### config.mk
export PLATFORM = sky130hd
export DESIGN_NAME = vm_ctrl_param
export DESIGN_NICKNAME = d
export VERILOG_FILES = /design/src/rtl/vm_ctrl_param.sv
export SDC_FILE = /design/constraint.sdc
export NUM_CORES = 1
export LEC_CHECK = 0
export BUFFER_PORTS_ARGS = -buffer_cell sky130_fd_sc_hd__buf_2
export CAP_MARGIN = 0
export CORE_MARGIN = 2
export CORE_UTILIZATION = 40
export CTS_BUF_LIST = sky130_fd_sc_hd__clkbuf_8
export CTS_CLUSTER_DIAMETER = 120
export DETAILED_ROUTE_END_ITERATION = 7
export PLACE_DENSITY = 0.62
export RECOVER_POWER = 25
export SYNTH_ARGS = -nofsm -noshare
export SYNTH_HDL_FRONTEND = slang
export SYNTH_SLANG_ARGS = --single-unit
### constraint.sdc
create_clock -name clk -period 5.1 [get_ports clk]
set_clock_uncertainty 0.05 [all_clocks]
set_input_delay 1.02 -clock clk [delete_from_list [all_inputs] [get_ports clk]]
set_output_delay 1.02 -clock clk [all_outputs]
set_load 0.05 [all_outputs]
### src/rtl/vm_ctrl_param.sv
// Parametrised vending controller: per-item stock/price tables, coin collection
// with an inactivity watchdog, cancel/refund, change return and supplier restock.
module vm_ctrl_param #(
  parameter int NUM_ITEMS = 8,
  parameter int SEL_W     = $clog2(NUM_ITEMS + 1),
  parameter int CNT_W     = 4,
  parameter int MAX_COUNT = 15,
  parameter int COST_W    = 8,
  parameter int BAL_W     = 16,
  parameter int TIMEOUT   = 512
) (
  input  logic              clk,
  input  logic              hrst_n,
  input  logic              srst,
  input  logic [1:0]        coins,
  input  logic [SEL_W-1:0]  buttons,
  input  logic              cancel,
  input  logic [SEL_W-1:0]  item,
  input  logic [CNT_W-1:0]  count,
  input  logic [COST_W-1:0] cost,
  input  logic              valid,
  output logic [SEL_W-1:0]  product,
  output logic [1:0]        status,
  output logic [BAL_W-1:0]  balance,
  output logic              change_valid,
  output logic [BAL_W-1:0]  credit,
  output logic [7:0]        info,
  output logic [2:0]        dbg_state
);

  localparam int TMR_W = $clog2(TIMEOUT + 1);
  localparam logic [TMR_W-1:0] TMR_LOAD = TMR_W'(TIMEOUT - 1);
  localparam logic [SEL_W-1:0] MAX_SEL  = SEL_W'(NUM_ITEMS);
  localparam logic [CNT_W:0]   MAX_CNT  = (CNT_W + 1)'(MAX_COUNT);

  localparam logic [1:0] ST_OK    = 2'b00;
  localparam logic [1:0] ST_AVAIL = 2'b01;
  localparam logic [1:0] ST_OOS   = 2'b10;
  localparam logic [1:0] ST_ERR   = 2'b11;

  typedef enum logic [2:0] {
    S_IDLE    = 3'd0,
    S_CHECK   = 3'd1,
    S_COLLECT = 3'd2,
    S_VEND    = 3'd3,
    S_REFUND  = 3'd4,
    S_RESTOCK = 3'd5
  } state_e;

  state_e             state_q, state_d;
  logic [SEL_W-1:0]   sel_q, sel_d;
  logic [TMR_W-1:0]   timer_q, timer_d;
  logic [BAL_W-1:0]   credit_q, credit_d;
  logic [SEL_W-1:0]   product_q, product_d;
  logic [BAL_W-1:0]   balance_q, balance_d;
  logic               change_valid_q, change_valid_d;
  logic [1:0]         status_q, status_d;
  logic [7:0]         info_q, info_d;

  // Entry 0 is never written, so a code of 0 always reads as empty/unpriced.
  logic [CNT_W-1:0]   stock_q [0:NUM_ITEMS];
  logic [CNT_W-1:0]   stock_d [0:NUM_ITEMS];
  logic [COST_W-1:0]  price_q [0:NUM_ITEMS];
  logic [COST_W-1:0]  price_d [0:NUM_ITEMS];

  logic [BAL_W-1:0]   coin_val;
  logic [BAL_W:0]     credit_sum;
  logic [BAL_W-1:0]   credit_sat;
  logic [BAL_W-1:0]   price_sel;
  logic               item_ok;
  logic [SEL_W-1:0]   item_idx;
  logic [CNT_W:0]     rs_sum;
  logic               do_write;

  always_comb begin
    coin_val = '0;
    case (coins)
      2'b01:   coin_val = BAL_W'(5);
      2'b10:   coin_val = BAL_W'(10);
      2'b11:   coin_val = BAL_W'(25);
      default: coin_val = '0;
    endcase
  end

  assign credit_sum = {1'b0, credit_q} + {1'b0, coin_val};
  assign credit_sat = credit_sum[BAL_W] ? '1 : credit_sum[BAL_W-1:0];
  assign price_sel  = BAL_W'(price_q[sel_q]);
  assign item_ok    = (item != '0) && (item <= MAX_SEL);
  assign item_idx   = item_ok ? item : '0;
  assign rs_sum     = {1'b0, stock_q[item_idx]} + {1'b0, count};

  always_comb begin
    state_d        = state_q;
    sel_d          = sel_q;
    timer_d        = timer_q;
    credit_d       = credit_q;
    product_d      = '0;
    balance_d      = '0;
    change_valid_d = 1'b0;
    status_d       = status_q;
    info_d         = info_q;
    stock_d        = stock_q;
    price_d        = price_q;
    do_write       = 1'b0;

    case (state_q)
      S_IDLE: begin
        if (valid) begin
          state_d  = S_RESTOCK;
          do_write = 1'b1;
        end else if (buttons != '0) begin
          if (buttons <= MAX_SEL) begin
            sel_d   = buttons;
            state_d = S_CHECK;
          end else begin
            status_d = ST_ERR;
          end
        end
      end
      S_CHECK: begin
        info_d = 8'(stock_q[sel_q]);
        if (stock_q[sel_q] == '0 || price_q[sel_q] == '0) begin
          status_d = ST_OOS;
          state_d  = S_IDLE;
        end else begin
          status_d = ST_AVAIL;
          timer_d  = TMR_LOAD;
          state_d  = S_COLLECT;
        end
      end
      S_COLLECT: begin
        // A coin landing with cancel is credited so the refund returns it;
        // a coin landing on the vend decision cycle is dropped.
        if (cancel) begin
          credit_d = credit_sat;
          state_d  = S_REFUND;
        end else if (credit_q >= price_sel) begin
          state_d = S_VEND;
        end else if (coins != 2'b00) begin
          credit_d = credit_sat;
          timer_d  = TMR_LOAD;
        end else if (timer_q == '0) begin
          state_d = S_REFUND;
        end else begin
          timer_d = timer_q - TMR_W'(1);
        end
      end
      S_VEND: begin
        product_d        = sel_q;
        balance_d        = credit_q - price_sel;
        change_valid_d   = 1'b1;
        stock_d[sel_q]   = stock_q[sel_q] - CNT_W'(1);
        credit_d         = '0;
        status_d         = ST_OK;
        state_d          = S_IDLE;
      end
      S_REFUND: begin
        balance_d      = credit_q;
        change_valid_d = 1'b1;
        credit_d       = '0;
        status_d       = ST_OK;
        state_d        = S_IDLE;
      end
      S_RESTOCK: begin
        if (valid) begin
          do_write = 1'b1;
        end else begin
          state_d = S_IDLE;
        end
      end
      default: state_d = S_IDLE;
    endcase

    // Overflowing writes still take a new price; only the stock is protected.
    if (do_write) begin
      if (!item_ok) begin
        status_d = ST_ERR;
      end else begin
        if (cost != '0) price_d[item_idx] = cost;
        if (rs_sum > MAX_CNT) begin
          status_d = ST_ERR;
          info_d   = 8'(stock_q[item_idx]);
        end else begin
          stock_d[item_idx] = rs_sum[CNT_W-1:0];
          status_d          = ST_OK;
          info_d            = 8'(rs_sum[CNT_W-1:0]);
        end
      end
    end
  end

  always_ff @(posedge clk) begin
    if (!hrst_n) begin
      state_q        <= S_IDLE;
      sel_q          <= '0;
      timer_q        <= '0;
      credit_q       <= '0;
      product_q      <= '0;
      balance_q      <= '0;
      change_valid_q <= 1'b0;
      status_q       <= ST_OK;
      info_q         <= '0;
      for (int i = 0; i <= NUM_ITEMS; i++) begin
        stock_q[i] <= '0;
        price_q[i] <= '0;
      end
    end else if (srst) begin
      state_q        <= S_IDLE;
      sel_q          <= '0;
      timer_q        <= '0;
      credit_q       <= '0;
      product_q      <= '0;
      balance_q      <= '0;
      change_valid_q <= 1'b0;
      status_q       <= ST_OK;
    end else begin
      state_q        <= state_d;
      sel_q          <= sel_d;
      timer_q        <= timer_d;
      credit_q       <= credit_d;
      product_q      <= product_d;
      balance_q      <= balance_d;
      change_valid_q <= change_valid_d;
      status_q       <= status_d;
      info_q         <= info_d;
      stock_q        <= stock_d;
      price_q        <= price_d;
    end
  end

  assign product      = product_q;
  assign status       = status_q;
  assign balance      = balance_q;
  assign change_valid = change_valid_q;
  assign credit       = credit_q;
  assign info         = info_q;
  assign dbg_state    = state_q;

endmodule

==> results of run 1 <==
worst min-delay path by stage:
stage                  end  cells past startpoint
6_report       price_q[67]                      1
3_3_place_gp   price_q[71]                      1
3_5_place_dp   price_q[71]                      1
5_1_grt        price_q[68]                      1
2_1_floorplan  price_q[71]                      1
4_1_cts        price_q[71]                      1
power by group through the flow:
stage          logic [mW]  registers (mW)  clock network, mW
6_report            0.321            1.36               1.08
4_1_cts             0.317            1.36               1.10
5_1_grt             0.347            1.37               1.16
2_1_floorplan       0.205            1.41                  0
3_5_place_dp        0.316            1.39                  0
3_3_place_gp        0.315            1.39                  0
worst max-delay path: stages (launching register included):
cell and delay, ns:
dfxtp_1 0.34, clkinv_1 0.23, nand2_1 0.27, buf_4 0.25
o221ai_1 0.23, nand2_1 0.11, ha_1 0.23, or3_4 0.37
or4_4 0.51, nor3_2 0.20, and3_4 0.24, a32oi_1 0.06
buf_4 0.20, or2_0 0.28, buf_4 0.20, a2111oi_1 0.39
state kept, by name, summed over array words and instances (netlist names):
register / cells
balance: 16
change_valid: 1
credit: 16
dbg_state: 3
info: 8
price_q: 72
product: 4
sel_q: 4
status: 2
stock_q: 36
timer_q: 10
per-layer routing:
layer	GRT usage, %	vias to the layer above	wire length [um]
li1	-	4261	-
met3	4.468	61	2095
met4	8.231	0	792
met5	0	-	0
met1	30.52	4231	13190
met2	34.44	370	12830
cells in the mapped netlist (all sizes together) (9+ instances only):
cell,instances,share of area [%]
nand2b,14,0.89
nand2,95,3.6
mux2,13,1.5
nand4,9,0.57
nand3,13,0.66
dfxtp,172,35
o21ai,77,3.9
and3,9,0.63
mux2i,110,11
a21oi,75,3.8
nor2b,79,5.0
a22oi,14,1.1
nor3,35,1.8
nor2,81,3.1
nand3b,10,0.77
o221ai,11,0.98
ha,20,2.6
nor4,20,1.3
buf,21,1.3
and2,15,0.96
clkbuf,72,2.8
o22ai,21,1.3
inv,33,1.3
stage by stage:
stage | hold WS (ns) | power, mW
6_report | 0.4178 | 2.763
3_3_place_gp | 0.3855 | 1.709
4_1_cts | 0.4143 | 2.777
5_1_grt | 0.4417 | 2.869
2_1_floorplan | 0.3714 | 1.611
3_5_place_dp | 0.3936 | 1.710
logic make-up after synthesis:
kind of cell | Yosys count
adder cells (fa/ha/maj) | 23
flip-flops | 172
buffers and inverters | 128
multiplexers | 129
AO/OA/AOI/OAI | 299
AND/OR/NAND/NOR | 403
XOR/XNOR | 12
placed cells by master, fill, tap and decap left out, types with 8 or more instances in the layout:
cell type and n:
a21oi_1 75, a22oi_1 14, a31oi_1 8, and2_1 11, and3_1 8, buf_2 37, buf_4 23, clkbuf_1 42
clkbuf_8 17, dfxtp_1 171, ha_1 20, inv_1 33, mux2_2 13, mux2i_1 110, nand2_1 95, nand2b_1 14
nand3_1 13, nand3b_1 10, nand4_1 9, nor2_1 81, nor2b_1 79, nor3_1 34, nor4_1 20, o21ai_0 77
o221ai_1 11, o22ai_1 21, o31ai_1 8
cell type report:
class                      count  area share [%]
inverter                      35           1.221
tap                          324           3.769
timing repair buffer         102           4.792
sequential                   172           32.02
clock inverter                15           1.873
multi-input combinational    866           54.15
clock buffer                  17           2.175
==> results.cfg, run 1 <==
[hold_path]
hold_start = price_q[67]
hp-class = register to register

[sta]
fin_tns_setup_ns = 0
finalCritPeriodShare_pct = 84.25
fin_ws_ns = 0.8032
timing.fmax_mhz = 232.7
hold_violations = 0
setup_viol_count_final = 0
drv_slew = 120
period_needed_ns = 4.297
tightest_slew_ns = 2.891
slew_headroom_pct = -92.73
rsz0062_at_grt = false

[placed_design]
post-place-ws_ns = 0.5325
io_buffers = 76
hpwl_um = 20500
gp_congestion = 0.9436
dpl-instance-area_mm2 = 0.01038
place_inst = 1499

[power_and_ir_drop]
vdd_drop_max_uv = 169.8
p_leak_nw = 4.096
p_seq_share_pct = 49.3
power-per-cell-area_mw_per_mm2 = 256.8
p_int_mw = 1.959
p_sw_uw = 803.4
combPwrFrac_pct = 11.6
p_clk_share_pct = 39.0
switching_share_pct = 29.08

[cts]
htreeDepth = 4
cts_buffer_depth = 2
cts_setup_buffers = 0
clock_sink_count = 172
cts_root_buffer = clkbuf_8
cts_buffers = 17
path_clk_slew_ns = 0.11
hold_buffers = 0
cts_tree = done
post_cts_resized = 0
worstSkewPairLatency_ns = 0.48

[cells_and_area]
diodes = 0
num-fill-cells = 2418
final_area_mm2 = 0.01076
seqCellArea_mm2 = 0.003445
final_net_count = 1244
multi_input_area_mm2 = 0.005824
syn_to_final_growth_pct = 9.810
final_util_pct = 44.49
final_cell_count_no_fill = 1531
layout-drive-gt1-share_pct = 11.10

[global_routing]
grt_max_degree = 86
grt_pass1_wl_um = 45660
antenna_found_initial = 0
track_usage_pct = 22.19
grt_pass1_vias = 8410
grt_overflow = 0

[drt]
drc = 0
vias = 8923
antenna_left = 0
avgViaCountPerCell = 5.828
drt_wl_total_um = 28910
first_pass_iters = 5
wl_per_cell_um = 18.88
drtIter0Drc = 797

[synthesis]
synth_cells = 1166
synth-xor-area-share_pct = 1.073
synth_top_family_by_area = simple AND/OR/NAND/NOR gates
yosys.area_share.simple_pct = 21.11
synth-adder-area-share_pct = 3.168
yosys_warnings = 0
muxShareOfSynthArea_pct = 14.11
synthArstFlopShare_pct = 0
syn_area_mm2 = 0.009796
avgSynthCellArea_um2 = 8.401
synth_seq_cells = 172
synth_edf_count = 0
synth-compound-area-share_pct = 19.99
synth_cell_types = 69
synth_ff_type = dfxtp_1
synth_seq_area_share_pct = 35.15
syn_nets = 1216

[die]
coreArea_mm2 = 0.02418
dieArea_mm2 = 0.02576
fp.dieW_um = 160.5
io_pins = 77
start_util_pct = 40.52
die_height_um = 160.5
row_count = 57

[status]
outcome = finished, violations left
violations = capacitance limit, slew limit

[critical_path]
worstSetupEndpointType = register
cp_data_arrival_time_ns = 4.61
cp-endpoint = timer_q[6]
worstPathRequired_ns = 5.41
r2r_start = sel_q[3]
worstReg2RegEnd = timer_q[6]
start_kind = register
worstRegToRegCells = 15
critical_path_peak_fanout = 11
cp-startpoint = sel_q[3]
r2r_setup_slack_ns = 0.80
critical_path_class = register to register

[flow_run]
drv_cap = 2
Power figures use the tool's default switching activity.
==> inputs of run 2 (changes only) <==
- PLACE_DENSITY: 0.62 -> 0.64
- clock period: 5.1 -> 3.75 ns (I/O delays scaled with it)
==> run 2 against run 1 <==
Net effect: largest cell class unchanged; cell area grew 7.0%; the flow now finishes without violations; register-to-register slack lost 0.68 ns; setup slack lost 0.68 ns; sequential share of layout area shrank 2.0 points; critical path type unchanged.
==> results.cfg, run 2 (synthesized netlist as in run 1, its figures left out) <==
[hold_path]
hold_start = price_q[71]
hp-class = register to register

[cells_and_area]
final_common_cell = dfxtp_1
final_util_pct = 47.59
layout-drive-gt1-share_pct = 18.19
syn_to_final_growth_pct = 17.45
reg_top3 = price_q: 72 flops, stock_q: 36 flops
layout_common_cells = dfxtp_1 (169), mux2i_1 (110), buf_4 (93)
top_register = price_q
final_net_count = 1318
largest_reg_flops = 72

[cts]
cts_buffers = 17
path_clk_slew_ns = 0.11
cts_root_buffer = clkbuf_8
cts_buffer_depth = 2
hold_buffers = 0
htreeDepth = 4
cts_tree = done
clock_sink_count = 172
worstSkewPairLatency_ns = 0.48

[critical_path]
r2r_start = sel_q[3]
worstSetupEndpointType = register
cp_data_arrival_time_ns = 3.93
cp-startpoint = sel_q[3]
critical_path_peak_fanout = 7
start_kind = register
worstPathRequired_ns = 4.05
critical_path_class = register to register

[power_and_ir_drop]
vdd_drop_max_uv = 160.6
power.total_mw = 3.758
p_leak_nw = 4.508
power-per-cell-area_mw_per_mm2 = 326.6

[placed_design]
io_buffers = 76
gp_congestion = 0.9426
post-place-ws_ns = -0.1277
hpwl_um = 21350

[global_routing]
grt_pass1_vias = 8722
use_met1_pct = 30.88
grt_use_met2_pct = 36.52
track_usage_pct = 22.83
grt_pass1_wl_um = 47060
antenna_found_initial = 1
grt_overflow = 0
grt_max_degree = 87
top_usage_layer = met2
grt_use_met3_pct = 4.055

[die]
row_count = 57
coreArea_mm2 = 0.02418
io_pins = 77
fp.dieW_um = 160.5
start_util_pct = 40.52
dieArea_mm2 = 0.02576
die_height_um = 160.5

[sta]
setup_viol_count_final = 0
timing.fmax_mhz = 275.9
hold_ws_ns = 0.4113
slew_headroom_pct = 6.316
finalCritPeriodShare_pct = 96.65
drv_slew = 0
hold_violations = 0
fin_ws_ns = 0.1255
period_needed_ns = 3.625
tightest_slew_ns = 1.405
fin_tns_setup_ns = 0

[status]
outcome = finished clean

[drt]
antenna_left = 0
drt_wl_total_um = 29710
wl_per_cell_um = 18.50
avgViaCountPerCell = 5.760
drtIter0Drc = 836
first_pass_iters = 5
drc = 0
vias = 9250

[flow_run]
drv_cap = 0
[run 2: cell count changes in the layout (fill, tap and decap cells not counted), sizes merged]
cell	delta
buf	+79
diode	+1
bufinv	-2
inv	-1
clkinv	+3
clkbuf	-5
[run 2: stage by stage]
step                      area, um^2  instances
after global routing           11500       1606
final                          11500       1606
after global placement         10960       1568
after CTS                      11400       1600
after floorplan                 9811       1166
after detailed placement       10960       1568
[run 2: path summary, 6_finish.rpt]
check | endpoint | slack, ns | depth (start not counted)
hold / removal | price_q[71] | 0.41 | 1
hold reg to reg | price_q[71] | 0.41 | 1
setup / recovery | timer_q[5] | 0.13 | 16
setup reg to reg | timer_q[5] | 0.13 | 16
[run 2: repair_timing]
action                     in CTS  in global routing
setup endpoints to repair      26                 32
buffers inserted                0                  4
pin swaps                       0                  5
cloned                          0                  1
resized for setup               5                 27
[run 2: layout make-up]
type	instances	area, um^2
diodes	1	2.502
well taps	324	405.4
clock inverters	15	193.9
fillers	2354	12670
repair buffers	176	1135
clock buffers	17	234.0
flip-flops and latches	172	3452
inverters	35	135.1
multi-input cells	866	5947
[run 2: layer usage]
layer | share of wire [%] | routed length, um | vias up
met5 | 0 | 0 | -
met3 | 7.3 | 2157 | 59
met2 | 45 | 13510 | 373
met4 | 2.4 | 722 | 0
met1 | 45 | 13320 | 4395
li1 | - | - | 4423
[run 2: worst max-delay path: stages, from the launching register on]
cell	delay, ns
dfxtp_4	0.41
buf_4	0.12
mux2i_1	0.16
o21ai_0	0.09
a221o_1	0.37
and2_1	0.20
ha_1	0.22
fa_1	0.39
nand2b_1	0.19
a21boi_2	0.19
o21ai_1	0.12
and3_4	0.21
a32oi_2	0.20
buf_4	0.18
or2_0	0.16
buf_6	0.17
a2111oi_4	0.07
[run 2: power breakdown]
group	switching [mW]	leakage, nW	internal, mW	total [mW]
combinational	0.316	2.91	0.194	0.510
clock	0.825	0.210	0.572	1.40
sequential	0.0144	1.39	1.84	1.85
==> inputs of run 3 (changes only) <==
- CELL_PAD_IN_SITES_DETAIL_PLACEMENT: unset -> 1
- CELL_PAD_IN_SITES_GLOBAL_PLACEMENT: unset -> 2
- CORE_UTILIZATION: 40 -> 34
- PLACE_DENSITY: 0.64 -> 0.83
==> run 3 against run 2 <==
Net effect: clock power decreased by 4%; sequential power about the same; utilization decreased by 6.1 points; the run now ends with capacitance limit, slew limit left.
==> results.cfg, run 3 (synthesized netlist as in run 1, its figures left out) <==
[status]
outcome = finished, violations left
violations = capacitance limit, slew limit

[critical_path]
worstPathRequired_ns = 4.08
critical_path_peak_fanout = 8
worstSetupEndpointType = register
critical_path_class = register to register
cp-endpoint = timer_q[7]
cp-startpoint = sel_q[1]
r2r_setup_slack_ns = 0.10
worstReg2RegEnd = timer_q[7]
r2r_start = sel_q[1]
worstRegToRegCells = 17
cp_data_arrival_time_ns = 3.98
start_kind = register

[cells_and_area]
largest_reg_flops = 72
final_net_count = 1340
reg_top3 = price_q: 72 flops, stock_q: 36 flops
layout_common_cells = dfxtp_1 (169), mux2i_1 (109), buf_4 (109)
top_register = price_q
diodes = 0
layout-drive-gt1-share_pct = 19.95
final_common_cell = dfxtp_1
final_cell_count_no_fill = 1687
syn_to_final_growth_pct = 20.83
final_area_mm2 = 0.01184

[sta]
fin_tns_setup_ns = 0
setup_viol_count_final = 0
period_needed_ns = 3.645
finalCritPeriodShare_pct = 97.20
slew_headroom_pct = -1.803
drv_slew = 94
hold_violations = 0
tightest_slew_ns = 1.527
timing.fmax_mhz = 274.3

[placed_design]
io_buffers = 76
dpl-instance-area_mm2 = 0.01116
hpwl_um = 24830
gp_congestion = 0.8711
place_inst = 1641

[cts]
cts_tree = done
worstSkewPairLatency_ns = 0.50
cts_buffers = 17
htreeDepth = 4
cts_root_buffer = clkbuf_8
clock_sink_count = 172
path_clk_slew_ns = 0.11
cts_buffer_depth = 2

[drt]
dr_wl_met3_um = 1748
wl_met2_um = 16130
wl_met1_um = 15910
drc = 0
first_pass_iters = 5
antenna_left = 0
drt_wl_total_um = 34720
drtIter0Drc = 761
avgViaCountPerCell = 5.649
routed.top_layer = met4
wl_per_cell_um = 20.58
vias = 9530

[power_and_ir_drop]
power-per-cell-area_mw_per_mm2 = 316.9
p_leak_nw = 4.634
vdd_drop_max_uv = 195.3

[global_routing]
track_usage_pct = 22.57
grt_pass1_vias = 9494
grt_max_degree = 94
grt_overflow = 0
grt_pass1_wl_um = 54120
antenna_found_initial = 0

[hold_path]
hp-class = register to register

[die]
die_height_um = 173.7
coreArea_mm2 = 0.02855
io_pins = 77
row_count = 62
fp.dieW_um = 173.7
dieArea_mm2 = 0.03018
start_util_pct = 34.31

[flow_run]
drv_cap = 1
==> run 3: worst max-delay path, stage by stage, from the launching register on <==
cell	delay [ns]
dfxtp_4	0.41
buf_12	0.16
buf_4	0.14
buf_4	0.16
nand3b_1	0.08
o21ai_0	0.13
a221o_1	0.39
nand2_1	0.11
ha_1	0.27
nand4_1	0.12
nor2_1	0.11
nor3_4	0.18
and3_4	0.24
a32oi_2	0.07
buf_4	0.19
or2_4	0.23
buf_4	0.16
a2111oi_4	0.34
==> run 3: layer usage <==
layer  up-vias  track usage (%)
li1       4454                -
met3        62            3.465
met4         0            7.948
met1      4711            30.87
met5         -                0
met2       303            36.16
==> run 3: cell type report <==
type	count	area (um^2)
Clock inverter	14	138.9
Sequential cell	172	3452
Inverter	35	135.1
Timing Repair Buffer	198	1359
Tap cell	384	480.5
Fill cell	3463	16710
Clock buffer	18	247.7
Multi-Input combinational cell	866	6023
==> run 3: repair_timing <==
item	4_1_cts	5_1_grt
gates resized for setup	13	37
endpoints found under the setup margin	30	31
buffers inserted	3	8
hold endpoints to repair	0	0
pin swaps	2	11
cloned	0	3
hold buffers	0	0
==> run 3: worst min-delay path by stage <==
stage	startpoint	to	slack, ns	cells after the start
after global routing	price_q[69]	price_q[69]	0.45	1
final	price_q[67]	price_q[67]	0.42	1
after detailed placement	price_q[69]	price_q[69]	0.39	1
after floorplan	price_q[71]	price_q[71]	0.37	1
after CTS	price_q[69]	price_q[69]	0.42	1
after global placement	price_q[71]	price_q[71]	0.39	1
==> run 3: report_power, final <==
| part | total (mW) | internal, mW | switching (mW) |
|---|---|---|---|
| Combinational | 0.549 | 0.210 | 0.339 |
| Sequential | 1.85 | 1.84 | 0.0147 |
| Clock | 1.35 | 0.515 | 0.835 |
| Total | 3.75 | 2.56 | 1.19 |
==> run 3: stage by stage <==
stage | hold WS (ns) | setup WS, ns | utilization (%) | total power [mW]
after global placement | 0.3870 | -0.1617 | 39.08 | 2.401
after detailed placement | 0.3929 | -0.2485 | 39.08 | 2.409
after CTS | 0.4244 | 0.0006199 | 40.68 | 3.765
after global routing | 0.4492 | -0.02944 | 41.46 | 3.911
after floorplan | 0.3714 | 0.02742 | - | 2.192
final | 0.4167 | 0.1049 | 41.46 | 3.751
